--- src/rtl/wdt_pkg.sv ---
// Shared types and constants for the multi-channel watchdog.
// Optional feature macro: WDT_WINDOW_EN (early-kick window check).
package wdt_pkg;

  typedef enum logic [1:0] {IDLE, COUNT, EXPIRED} wdt_state_t;

  localparam int NUM_CH_DEF     = 4;
  localparam int CNT_W_DEF      = 32;
  localparam int PRESCALE_W_DEF = 8;
  localparam int MAX_CNT_W      = 64;

  // All-ones pattern of width w, used as the timeout reset value.
  function automatic logic [MAX_CNT_W-1:0] timeout_rst(input int w);
    logic [MAX_CNT_W-1:0] v;
    v = '0;
    for (int i = 0; i < MAX_CNT_W; i++)
      if (i < w) v[i] = 1'b1;
    return v;
  endfunction

endpackage

--- src/rtl/wdt_channel.sv ---
// One watchdog channel: FSM, saturating counter, timeout and window registers.
// With WDT_WINDOW_EN defined, early kicks (cnt < window) are rejected.
module wdt_channel
  import wdt_pkg::*;
#(
  parameter int CNT_W = CNT_W_DEF
) (
  input  logic             clk,
  input  logic             rst,
  input  logic             en,
  input  logic             kick,
  input  logic             tick,
  input  logic             cfg_we,
  input  logic [CNT_W-1:0] cfg_timeout,
  input  logic [CNT_W-1:0] cfg_window,
  output logic             wto,
  output logic             wto_nxt,
  output logic             kick_err
);

  localparam logic [CNT_W-1:0] TO_RST = CNT_W'(timeout_rst(CNT_W));

  wdt_state_t       state, state_nxt;
  logic [CNT_W-1:0] cnt, cnt_nxt;
  logic [CNT_W-1:0] timeout_r;
  logic             win_bad;

`ifdef WDT_WINDOW_EN
  logic [CNT_W-1:0] window_r;

  assign win_bad = (window_r != '0) && (cnt < window_r);

  // Window register and the one-cycle rejected-kick pulse.
  always_ff @(posedge clk) begin
    if (rst) begin
      window_r <= '0;
      kick_err <= 1'b0;
    end else begin
      if (cfg_we) window_r <= cfg_window;
      kick_err <= (state == COUNT) && en && kick && win_bad;
    end
  end
`else
  logic unused_win;
  assign unused_win = ^cfg_window;
  assign win_bad    = 1'b0;
  assign kick_err   = 1'b0;
`endif

  // Next state / counter; priority is disable > kick > expiry > increment.
  always_comb begin
    state_nxt = state;
    cnt_nxt   = cnt;
    case (state)
      IDLE: begin
        cnt_nxt = '0;
        if (en) state_nxt = COUNT;
      end
      COUNT: begin
        if (!en) begin
          state_nxt = IDLE;
          cnt_nxt   = '0;
        end else if (kick) begin
          cnt_nxt = '0;
          if (win_bad) state_nxt = EXPIRED;
        end else if (tick) begin
          if (cnt >= timeout_r) begin
            state_nxt = EXPIRED;
            cnt_nxt   = '0;
          end else if (cnt != '1) begin
            cnt_nxt = cnt + 1'b1;
          end
        end
      end
      EXPIRED: begin
        cnt_nxt = '0;
        if (!en)       state_nxt = IDLE;
        else if (kick) state_nxt = COUNT;
      end
      default: begin
        state_nxt = IDLE;
        cnt_nxt   = '0;
      end
    endcase
  end

  assign wto_nxt = (state_nxt == EXPIRED);

  // State, counter, timeout flag and timeout register.
  always_ff @(posedge clk) begin
    if (rst) begin
      state     <= IDLE;
      cnt       <= '0;
      wto       <= 1'b0;
      timeout_r <= TO_RST;
    end else begin
      state <= state_nxt;
      cnt   <= cnt_nxt;
      wto   <= wto_nxt;
      if (cfg_we) timeout_r <= cfg_timeout;
    end
  end

endmodule

--- src/rtl/wdt_multi.sv ---
// Multi-channel watchdog: shared prescaler, NUM_CH channel instances,
// registered OR of all timeout flags.
// Optional feature macro: WDT_WINDOW_EN (handled inside wdt_channel).
module wdt_multi
  import wdt_pkg::*;
#(
  parameter int NUM_CH     = NUM_CH_DEF,
  parameter int CNT_W      = CNT_W_DEF,
  parameter int PRESCALE_W = PRESCALE_W_DEF
) (
  input  logic                                        clk,
  input  logic                                        rst,
  input  logic [NUM_CH-1:0]                           ch_en,
  input  logic [NUM_CH-1:0]                           ch_kick,
  input  logic [PRESCALE_W-1:0]                       prescale,
  input  logic                                        cfg_we,
  input  logic [((NUM_CH > 1) ? $clog2(NUM_CH) : 1)-1:0] cfg_sel,
  input  logic [CNT_W-1:0]                            cfg_timeout,
  input  logic [CNT_W-1:0]                            cfg_window,
  output logic [NUM_CH-1:0]                           wto,
  output logic                                        wto_any,
  output logic [NUM_CH-1:0]                           kick_err
);

  localparam int SEL_W = (NUM_CH > 1) ? $clog2(NUM_CH) : 1;

  logic [PRESCALE_W-1:0] pre_cnt;
  logic                  tick;
  logic [NUM_CH-1:0]     wto_nxt;

  // >= rather than == so a lowered prescale ticks immediately.
  assign tick = (pre_cnt >= prescale);

  // Free-running prescaler, independent of channel enables.
  always_ff @(posedge clk) begin
    if (rst)       pre_cnt <= '0;
    else if (tick) pre_cnt <= '0;
    else           pre_cnt <= pre_cnt + 1'b1;
  end

  // Out-of-range cfg_sel matches no channel, so the write is dropped.
  for (genvar i = 0; i < NUM_CH; i++) begin : g_ch
    wdt_channel #(.CNT_W(CNT_W)) u_ch (
      .clk        (clk),
      .rst        (rst),
      .en         (ch_en[i]),
      .kick       (ch_kick[i]),
      .tick       (tick),
      .cfg_we     (cfg_we && (cfg_sel == SEL_W'(i))),
      .cfg_timeout(cfg_timeout),
      .cfg_window (cfg_window),
      .wto        (wto[i]),
      .wto_nxt    (wto_nxt[i]),
      .kick_err   (kick_err[i])
    );
  end

  // Registered from the channels' next-state flags so it aligns with wto.
  always_ff @(posedge clk) begin
    if (rst) wto_any <= 1'b0;
    else     wto_any <= |wto_nxt;
  end

endmodule

--- config.mk ---
export PLATFORM = sky130hd
export DESIGN_NAME = wdt_multi
export DESIGN_NICKNAME = d
export VERILOG_FILES = /design/src/rtl/wdt_pkg.sv /design/src/rtl/wdt_channel.sv /design/src/rtl/wdt_multi.sv
export SDC_FILE = /design/constraint.sdc
export NUM_CORES = 1
export LEC_CHECK = 0
export BUFFER_PORTS_ARGS = -buffer_cell sky130_fd_sc_hd__buf_2
export CAP_MARGIN = 25
export CORE_MARGIN = 1.5
export CORE_UTILIZATION = 63
export CTS_CLUSTER_DIAMETER = 60
export DETAILED_ROUTE_END_ITERATION = 10
export MAX_ROUTING_LAYER = met4
export PLACE_DENSITY = 0.82
export SLEW_MARGIN = 15
export SYNTH_ARGS = -nofsm -noshare
export SYNTH_HDL_FRONTEND = slang
export SYNTH_HIERARCHICAL = 1
export SYNTH_SLANG_ARGS = --single-unit
export TNS_END_PERCENT = 5
--- constraint.sdc ---
create_clock -name clk -period 7.3 [get_ports clk]
set_input_delay 1.095 -clock clk [delete_from_list [all_inputs] [get_ports clk]]
set_output_delay 1.095 -clock clk [all_outputs]
set_load 0.02 [all_outputs]
### After elaboration in Yosys (flattened, before gate mapping)

Index checks and enable logic that the tools add are counted.

| word-level totals | value |
|---|---|
| bits in registers | 277 |
| latch bits | 0 |
| bits in writable memories | 0 |
| memory bits (read-only) | 0 |
| input bits | 85 |
| output and inout port bits | 9 |
| word-level logic and storage cells | 118 |
| memories kept | 0 |

| operators by class | value |
|---|---|
| $add $sub $neg | 5 |
| multiply operators | 0 |
| divide/modulo/power cells | 0 |
| $lt $le $gt $ge | 5 |
| eq/ne operators | 19 |
| shift operators | 0 |
| muxes and demuxes | 40 |
| bitwise gates (word level) | 8 |
| reduce and logical (&&, ||, !) cells | 23 |

Operator list:

| operator | count |
|---|---|
| $mux W32 | 8 |
| $add A32 B1 Y32 const B | 4 |
| $ge A32 B32 Y1 | 4 |
| $ne A32 B32 Y1 const B | 4 |
| $mux W2 | 28 |
| $pmux W2 S3 | 4 |
| $eq A2 B2 Y1 const B | 10 |
| $reduce_or A4 Y1 | 5 |
| $eq A2 B1 Y1 const B | 5 |
| $logic_not A2 Y1 | 5 |
| $add A8 B1 Y8 const B | 1 |
| $ge A8 B8 Y1 | 1 |
| $not A1 Y1 | 8 |
| $reduce_and A2 Y1 | 4 |
| $reduce_bool A2 Y1 | 4 |
| $logic_and A1 B1 Y1 | 4 |
| $reduce_or A2 Y1 | 1 |

### Depth between registers and ports, before layout

| depth | value |
|---|---|
| word-level depth | 8 |
| gate-level depth with buffers | 12 |
| depth with buffers taken out | 11 |

### Cells and area by module

The synthesis kept the hierarchy.

Modules (own cells, without submodules):

| module | instances | cells each | area each (um^2) |
|---|---|---|---|
| wdt_channel | 4 | 450 | 3,732.3 |
| wdt_multi | 1 | 69 | 595.6 |

### Worst setup path after synthesis

OpenSTA, ideal clock, no wires.

| path | value |
|---|---|
| kind | input to register |
| start | input prescale[3] |
| end | register g_ch[0].u_ch.cnt[5] |
| arrival time | 3.697 ns |
| setup slack | 3.488 ns |
| cell stages on the path | 10 |
| path buffers | 2 |
| path through | inv_1 > ha_1 > o21a_1 > a21oi_1 > o31ai_1 > clkbuf_1 > buf_1 > nand4_1 > o21a_1 > o21ba_2 |

| on the way | value |
|---|---|
| word-level cells in the longest chain between the ends | 2 |

RTL lines:

| item | RTL line | source |
|---|---|---|
| start: declaration | wdt_multi.sv:15 | `input logic [PRESCALE_W-1:0] prescale,` |
| $ge A8 B8 Y1 | wdt_multi.sv:32 | `assign tick = (pre_cnt >= prescale);` |
| named net tick | wdt_multi.sv:28 | `logic tick;` |
| $reduce_and A2 Y1 (no source line) | - |  |
| end signal: assignment | wdt_channel.sv:98 | `cnt <= cnt_nxt;` |
| end: declaration | wdt_channel.sv:24 | `logic [CNT_W-1:0] cnt, cnt_nxt;` |

The timed path passes the listed nets, and every way through them passes these cells.
A chain may end at the register's enable or synchronous reset.

### Worst setup path after layout

| path | value |
|---|---|
| start | input prescale[3] |
| end | register g_ch[2].u_ch.cnt[29] |

| on the way | value |
|---|---|
| word-level cells in the longest chain between the ends | 2 |

RTL lines:

| item | RTL line |
|---|---|
| $ge A8 B8 Y1 | wdt_multi.sv:32 |
| named net tick | wdt_multi.sv:28 |
| $reduce_and A2 Y1 (no source line) | - |
| end signal: assignment | wdt_channel.sv:98 |
| end: declaration | wdt_channel.sv:24 |

The timed path passes the listed nets, and every way through them passes these cells.

==> impl_metrics.tcl <==
set metrics [dict create \
    status "complete, no violations" \
    dieArea_um2 25600 \
    utilization 0.700 \
    finalClockSkew_ps 18.0 \
    netlist.area_leader.share 0.357 \
    path_class "in -> reg" \
    hp-class "reg -> reg" \
    clock_latency_ps 570 \
    drive_gt1_frac 0.0909 \
    cts_tree "done" \
    worst_pin_slew_ps 1010 \
    portBuffers 57 \
    io_pins 94 \
    grt_pass1_wl_um 61500 \
    synth-edff-count 0 \
    p_clk_frac 0.475 \
    cts_setup_buffers 0 \
    synth_common_cells "277 x dfxtp_1, 248 x nand2_1, 158 x a21oi_1, 158 x inv_1, 141 x ha_1" \
    finalPower_uw 3350 \
    cts.clk_slew.worst_paths_ps 60 \
    path_max_fanout 66 \
    slew_headroom 0.325 \
    max_freq_mhz 263 \
    syn_avg_cell_area_um2 8.31 \
    nNetsFinal 2097 \
    hold_path_depth 2 \
    cap_violations 0 \
    drt-pass1-iter-count 5 \
    timing.final.hold_violations 0 \
    synth_seq_area_share 0.357 \
    critPathLaunchType "primary input" \
    worstPathRequired_ps 7780 \
    gp_congestion 0.861 \
    fin_setup_tns_ps 0 \
    p_per_area_nw_per_um2 197 \
    yosys.area_share.simple 0.241 \
    vias 13800 \
    internal_power_uw 2560 \
    setup_viol 0 \
    netlist_instances 1869 \
    end_kind "flop" \
    cts_max_level 1 \
    p_comb_frac 0.058 \
    final-max-slew-violation-count 0 \
    yosysMostFrequentCell "dfxtp_1" \
    synthesis.area_um2 15500 \
    ctsResizeCount 0 \
    ant_nets 0 \
    fill_cells 1887 \
    async_flop_share 0 \
    fin_cells 2218 \
    syn2layout_area_growth_pct 9.39 \
    holdWs_ps 486 \
    yosysTopAreaCell "dfxtp_1" \
    grt_usage 0.299 \
    clkSinkCount 277 \
    routed_wl_um 37900 \
    synth_nets 2095 \
    post_synth_num_cell_types 49 \
    synth_xor_area_frac 0.0147 \
    dp.final_hpwl_um 26600 \
    layout_min_cycle_time_ps 3810 \
    p_leak_uw 0.00696 \
    synthAdderAreaFrac 0.114 \
    cts_buffers 30 \
    switchingPower_uw 782 \
    synth_top_family_by_area "simple AND/OR/NAND/NOR gates" \
    ys_ff_latch 277 \
    cts_hold_buf 0 \
    r2r_cells 11 \
    chipWidth_um 160 \
    drc 0 \
    antenna_found_initial 1 \
    grt_start_max_net_pins 67 \
    synth_compound_area_frac 0.198 \
    rows 57 \
    max-vdd-ir-drop_v 0.000182 \
    coreArea_um2 24200 \
    die_y_um 160 \
    dp.cells 2156 \
    viasPerCell 6.21 \
    synth_warnings 6 \
    yosys-top-cells-area "dfxtp_1 36%, ha_1 11%, o211ai_1 6.2%, nand2_1 6.0%, a21oi_1 5.1%" \
    swShare 0.234 \
    clockBufferDepth 3 \
    wl_per_cell_um 17.1 \
    drt_iter0_drc 1128 \
    cts-root-buf "clkbuf_16" \
    synthFlopType "dfxtp_1" \
    fin_crit_sh 0.522 \
    muxShareOfSynthArea 0.00258 \
    pwr-share-seq 0.467 \
    start_util 0.640 \
    rsz0062_at_grt "false" \
    worstPathArrival_ps 4290 \
    globalRouteOverflowTotal 0 \
    grt_pass1_vias 12900 \
]
==> power by group through the flow <==
stage	clock network, uW	logic, uW	registers, uW
2_1_floorplan	0	119	1590
3_3_place_gp	0	176	1590
3_5_place_dp	0	185	1600
4_1_cts	1610	188	1560
5_1_grt	1670	215	1560
6_report	1590	195	1560
==> state kept, by name, indices dropped and copies added (netlist names) <==
name and cells:
g_ch.u_ch/state 8, pre_cnt 8, g_ch.u_ch/wto 4, g_ch.u_ch/cnt 128, wto_any 1, g_ch.u_ch/timeout_r 128
==> layout make-up <==
type,count,area [um^2],area share
multi-input combinational,1330,8890,0.523
antenna,1,2.50,0.000147
timing repair buffer,74,509,0.0300
inverter,158,593,0.0349
clock buffer,38,832,0.0490
sequential,277,5550,0.327
clock inverter,16,205,0.0121
tap,324,405,0.0239
==> final timing paths <==
check        slack (ps)                  startpoint                          to
max                3490                 prescale[3]        g_ch[2].u_ch/cnt[29]
max reg2reg        3720                  pre_cnt[0]        g_ch[2].u_ch/cnt[29]
min reg2reg         490  g_ch[1].u_ch/timeout_r[14]  g_ch[1].u_ch/timeout_r[14]
min                 490  g_ch[1].u_ch/timeout_r[14]  g_ch[1].u_ch/timeout_r[14]
==> metal layers <==
metal	share of wire	global-route usage	up-vias
met5	0	-	-
met4	0.032	0.114	0
met3	0.068	0.0522	89
met2	0.49	0.506	388
met1	0.41	0.354	6497
li1	-	-	6801
==> metrics by stage <==
step	setup WS, ps	area [um^2]
after CTS	3520	16800
after global routing	3240	17000
after detailed placement	2950	15800
final	3490	17000
after floorplan	3490	15500
after global placement	3040	15800
==> worst max-delay path, stage by stage <==
cell,delay (ps)
buf_2,80
inv_1,30
ha_1,260
o21a_1,120
a21oi_1,140
o31ai_4,260
buf_4,630
nand2_1,440
nor2_1,330
nand2b_1,270
or4_1,470
a21oi_1,150
==> placed cells by master (no fill, tap or decap), types with 25 or more instances in the layout <==
| cell | instances |
|---|---|
| ha_1 | 141 |
| o31ai_1 | 60 |
| or4_1 | 60 |
| a21oi_1 | 158 |
| or3_1 | 33 |
| nand2b_1 | 25 |
| nor2_1 | 63 |
| nand4_1 | 64 |
| o21ai_0 | 48 |
| o21ai_1 | 28 |
| nand3_1 | 56 |
| nand2_1 | 248 |
| dfxtp_1 | 277 |
| o211ai_1 | 128 |
| clkbuf_16 | 31 |
| inv_1 | 158 |
| buf_2 | 57 |
==> cell families (layout without fill, tap and decap cells) <==
kind of cell,count (synthesis),after routing
and+or+nand+nor,684,684
AOI/OAI and AO/OA,471,471
DFF,277,277
buffers and inverters,262,286
adders and majority gates,141,141
xor gates and xnor gates,26,26
other,4,5
muxes,4,4
Note: power is estimated with default switching activity, not from simulation.
